$ cat src/rtl/conv3x3_mac_sequencer.sv
// Feeds one 3x3 window to a shared 3-tap MAC row by row, captures the sum and hands it downstream.
// Define SAT_CLIP_EN to clamp the captured result to 0..255; otherwise the raw signed sum is passed.
module conv3x3_mac_sequencer #(
  parameter int MAC_LAT = 1
) (
  input  logic        clk,
  input  logic        rst,
  input  logic        cfg_we,
  input  logic [71:0] cfg_weight,
  input  logic        win_valid,
  output logic        win_ready,
  input  logic [71:0] win_data,
  output logic        mac_start,
  output logic [23:0] mac_data,
  output logic [23:0] mac_weight,
  input  logic [19:0] mac_result,
  output logic        out_valid,
  input  logic        out_ready,
  output logic [19:0] out_pix,
  output logic        busy
);

  typedef enum logic [2:0] {
    S_IDLE,
    S_ROW0,
    S_ROW1,
    S_ROW2,
    S_WAIT,
    S_OUT
  } state_t;

  localparam logic [1:0] CNT_INIT = 2'(MAC_LAT - 1);

  state_t      r_state;
  state_t      w_state_next;
  logic [71:0] r_shadow;
  // Row 0 goes straight to the MAC at acceptance, so only rows 1 and 2 are kept.
  logic [47:0] r_win;
  logic [47:0] r_active;
  logic [23:0] r_mac_data;
  logic [23:0] r_mac_weight;
  logic        r_mac_start;
  logic [1:0]  r_cnt;
  logic [19:0] r_out_pix;
  logic [19:0] w_result;
  logic        w_accept;
  logic        w_capture;

  assign w_accept  = (r_state == S_IDLE) && win_valid;
  assign w_capture = (r_state == S_WAIT) && (r_cnt == 2'd0);

  always_comb begin
    w_state_next = r_state;
    case (r_state)
      S_IDLE:  if (win_valid) w_state_next = S_ROW0;
      S_ROW0:  w_state_next = S_ROW1;
      S_ROW1:  w_state_next = S_ROW2;
      S_ROW2:  w_state_next = S_WAIT;
      S_WAIT:  if (r_cnt == 2'd0) w_state_next = S_OUT;
      S_OUT:   if (out_ready) w_state_next = S_IDLE;
      default: w_state_next = S_IDLE;
    endcase
  end

`ifdef SAT_CLIP_EN
  always_comb begin
    w_result = mac_result;
    if (mac_result[19]) begin
      w_result = 20'd0;
    end else if (mac_result > 20'd255) begin
      w_result = 20'd255;
    end
  end
`else
  assign w_result = mac_result;
`endif

  always_ff @(posedge clk) begin
    if (rst) begin
      r_state      <= S_IDLE;
      r_shadow     <= '0;
      r_win        <= '0;
      r_active     <= '0;
      r_mac_data   <= '0;
      r_mac_weight <= '0;
      r_mac_start  <= 1'b0;
      r_cnt        <= '0;
      r_out_pix    <= '0;
    end else begin
      r_state     <= w_state_next;
      r_mac_start <= w_accept;
      // Shadow is read before this write, so a same-cycle load only affects later windows.
      if (cfg_we) begin
        r_shadow <= cfg_weight;
      end
      case (r_state)
        S_IDLE: begin
          if (w_accept) begin
            r_win        <= win_data[47:0];
            r_active     <= r_shadow[47:0];
            r_mac_data   <= win_data[71:48];
            r_mac_weight <= r_shadow[71:48];
          end
        end
        S_ROW0: begin
          r_mac_data   <= r_win[47:24];
          r_mac_weight <= r_active[47:24];
        end
        S_ROW1: begin
          r_mac_data   <= r_win[23:0];
          r_mac_weight <= r_active[23:0];
        end
        S_ROW2: begin
          r_mac_data   <= '0;
          r_mac_weight <= '0;
          r_cnt        <= CNT_INIT;
        end
        S_WAIT: begin
          if (r_cnt != 2'd0) begin
            r_cnt <= r_cnt - 2'd1;
          end
        end
        default: ;
      endcase
      if (w_capture) begin
        r_out_pix <= w_result;
      end
    end
  end

  assign win_ready  = (r_state == S_IDLE);
  assign busy       = (r_state != S_IDLE);
  assign out_valid  = (r_state == S_OUT);
  assign mac_start  = r_mac_start;
  assign mac_data   = r_mac_data;
  assign mac_weight = r_mac_weight;
  assign out_pix    = r_out_pix;

endmodule

$ cat config.mk
export PLATFORM = sky130hd
export DESIGN_NAME = conv3x3_mac_sequencer
export DESIGN_NICKNAME = d
export VERILOG_FILES = /design/src/rtl/conv3x3_mac_sequencer.sv
export SDC_FILE = /design/constraint.sdc
export NUM_CORES = 1
export LEC_CHECK = 0
export ABC_AREA = 1
export BUFFER_PORTS_ARGS = -buffer_cell sky130_fd_sc_hd__buf_2
export CORE_ASPECT_RATIO = 1.1
export CORE_MARGIN = 5
export CORE_UTILIZATION = 54
export DETAILED_ROUTE_END_ITERATION = 8
export PLACE_DENSITY = 0.81
export RECOVER_POWER = 25
export SLEW_MARGIN = 20
export SYNTH_ARGS = -nofsm -noshare
export SYNTH_HDL_FRONTEND = slang
export SYNTH_SLANG_ARGS = --single-unit
$ cat constraint.sdc
create_clock -name clk -period 1.7 [get_ports clk]
set_clock_uncertainty 0.15 [all_clocks]
set_input_delay 0.17 -clock clk [delete_from_list [all_inputs] [get_ports clk]]
set_output_delay 0.17 -clock clk [all_outputs]
set_load 0.02 [all_outputs]
==> results.toml <==
[outcome]
status = "completed"

[die]
rows = 52
io_pins = 241
dieWidth_um = 141
start_util_pct = 54.9
fp.dieArea_sq_um = 21600
die_height_um = 154
placeableCoreArea_sq_um = 18500

[placement]
dp_hpwl_mm = 19.1
gp_congestion = 0.866
io_buffers = 240
dp_slack_ns = 0.0999

[detailed_routing]
ant_nets = 0
drt-pass1-iter-count = 8
viasPerCell = 5.64
via_count = 11506
route.detailed.drc = 0
wire_per_inst_um = 18.2
drt_iter0_markers = 1174
wl_mm = 37.0

[yosys]
yosysUniqueCellTypes = 28
yosysSeqAreaShare_pct = 47.7
synth.avg_cell_area_sq_um = 7.22
synth-seq-cells = 242
post-synth-top-count-cell = "nand2_1"
synth_area_sq_um = 10100
yosys-top-cells-area = "dfxtp_1 48%, nand2_1 12%, nand3_1 8.2%"
synthTopCellsByCount = "321 x nand2_1, 242 x dfxtp_1, 167 x nand3_1, 166 x a21oi_1, 148 x nor2_1"
ys.flop_type = "dfxtp_1"
ys.warnings.count = 0
synthArstFlopShare_pct = 0
syn_inst = 1405
synth_edf_count = 0
netlist.area_leader.share_pct = 47.7
synth_nets = 1575
synth_largest_area_cell = "dfxtp_1"

[global_routing]
grt_remaining_overflow = 0
grt_max_degree = 120
antenna_found_initial = 2
grt_pass1_vias = 11159
grt_first_pass_wirelength_mm = 57.3
track_usage_pct = 32.0

[power_and_ir_drop]
leakagePower_uw = 0.00632
p_total_uw = 21600
p_per_area_nw_per_um2 = 1500
vdd_drop_max_v = 0.000964

[finish]
multi_input_comb_area_sq_um = 4550
drive_gt1_share_pct = 20.7
regArea_sq_um = 4850
fillers = 1195
areaGrowthSynthToFinish_pct = 42.6
fin_nets = 1952
final_core_util_pct = 78.3

[clock_tree]
htree_levels = 1
insertion_delay_ns = 0.51
clkTransAtPathRegs_ns = 0.06
clock_sinks = 242
cts_tree = "yes"
numCtsBuffers = 25
root_buffer = "clkbuf_16"
clockBufferDepth = 3

[setup_path]
arrival_ns = 1.37
critPathRequiredTime_ns = 1.38
path_class = "reg -> out"
cp_max_fo = 9
worstSetupEndpointType = "primary output"
critPathLaunchType = "flop"

[min_path]
hold_path_class = "in -> reg"

[flow_run]
drv_cap = 0

[timing]
max_freq_ghz = 0.591
min_period_ns = 1.69
setup_viol = 0
maxSlewViolCount = 0
post-route-period-util_pct = 99.6
fin_ws_ns = 0.00753
relSlewSlack_pct = 61.5
rsz0062_at_grt = "yes"
worst_slew_pin_slew_ns = 0.577
final-hold-violation-count = 0
[cell families after synthesis]
| logic type | count (synthesis) | share of synthesized area, % |
|---|---|---|
| AO/OA/AOI/OAI | 241 | 11.9 |
| adder cells (fa/ha/maj) | 1 | 0.123 |
| buffers and inverters | 180 | 7.82 |
| flip-flops | 242 | 47.7 |
| AND/OR/NAND/NOR | 741 | 32.4 |
[stage by stage]
| step | instance area [sq um] | setup TNS (ns) | instances | hold slack, ns |
|---|---|---|---|---|
| after global routing | 14500 | -0.207 | 2040 | 0.109 |
| after global placement | 11600 | 0 | 1807 | 0.241 |
| final | 14500 | 0 | 2040 | 0.0800 |
| after CTS | 14300 | -0.0205 | 2027 | 0.0812 |
| after floorplan | 10100 | 0 | 1405 | 0.155 |
| after detailed placement | 11600 | 0 | 1807 | 0.245 |
[worst paths after layout]
| path | from | to | slack (ns) | cells after the start |
|---|---|---|---|---|
| worst min register to register | r_win[2] | r_win[2] | 0.31 | 2 |
| worst max register to register | r_state[2] | r_active[25] | 0.05 | 9 |
| worst min-delay path | rst | r_active[8] | 0.08 | 3 |
| worst max-delay path | r_state[0] | out_valid | 0.008 | 4 |
[cell type report]
type                       instances  area share, %
antenna                            2         0.0346
timing repair buffer             469           25.9
multi-input combinational        983           31.4
clock buffer                      31           4.76
inverter                          61           1.68
tap                              243           2.10
clock inverter                     9          0.536
sequential                       242           33.5
[cells in the final DEF (no fill, tap or decap), types with 3 or more instances in the layout]
cell type      synthesis  final
or2_1                  8      8
nand3_1              167    167
inv_2                  5      3
o21ai_0               75     75
dlygate4sd3_1          0    171
buf_6                  6      5
clkinv_2               0      6
nand4_1               49     49
nand2_1              321    321
clkbuf_16              0     28
buf_4                  8     32
inv_1                 55     54
dfxtp_1              242    239
or2_2                 17     17
clkbuf_1              68      3
a21oi_1              166    164
buf_12                 0     20
buf_2                 30    234
or2_0                 22     22
clkinvlp_4             0      3
nor2_1               148    148
clkbuf_8               0      4
[metal layers]
layer | up-vias | global-route usage (%) | wire length (um)
met5 | - | 0 | 0
met4 | 0 | 13.3 | 1500
met3 | 143 | 5.50 | 3120
met2 | 681 | 56.0 | 18700
met1 | 5333 | 38.7 | 13700
li1 | 5349 | - | -
[critical path: stages, from the launching register on]
cell and delay (ns):
dfxtp_4 0.41, inv_6 0.06, buf_12 0.13, nor3_4 0.11, buf_6 0.14
[flip-flops by register name, summed over array words and instances (netlist names)]
| name | cells |
|---|---|
| r_win | 48 |
| r_active | 48 |
| out_pix | 20 |
| mac_data | 24 |
| r_shadow | 72 |
| r_cnt | 2 |
| r_state | 3 |
| mac_weight | 24 |
| mac_start | 1 |
[power breakdown]
group	switching (uW)	total, uW	internal [uW]	leakage (uW)
clock	2220	5210	2990	0.000373
sequential	616	7330	6720	0.00199
combinational	5610	9100	3490	0.00395
[what timing repair did]
item | in CTS | in global routing
buffers inserted | 7 | 8
gates cloned | 2 | 3
hold buffers | 171 | 0
hold endpoints to repair | 166 | 0
setup endpoints to repair | 3 | 83
gates resized for setup | 17 | 13
pin swaps | 1 | 0
(Power assumes the default switching activity.)
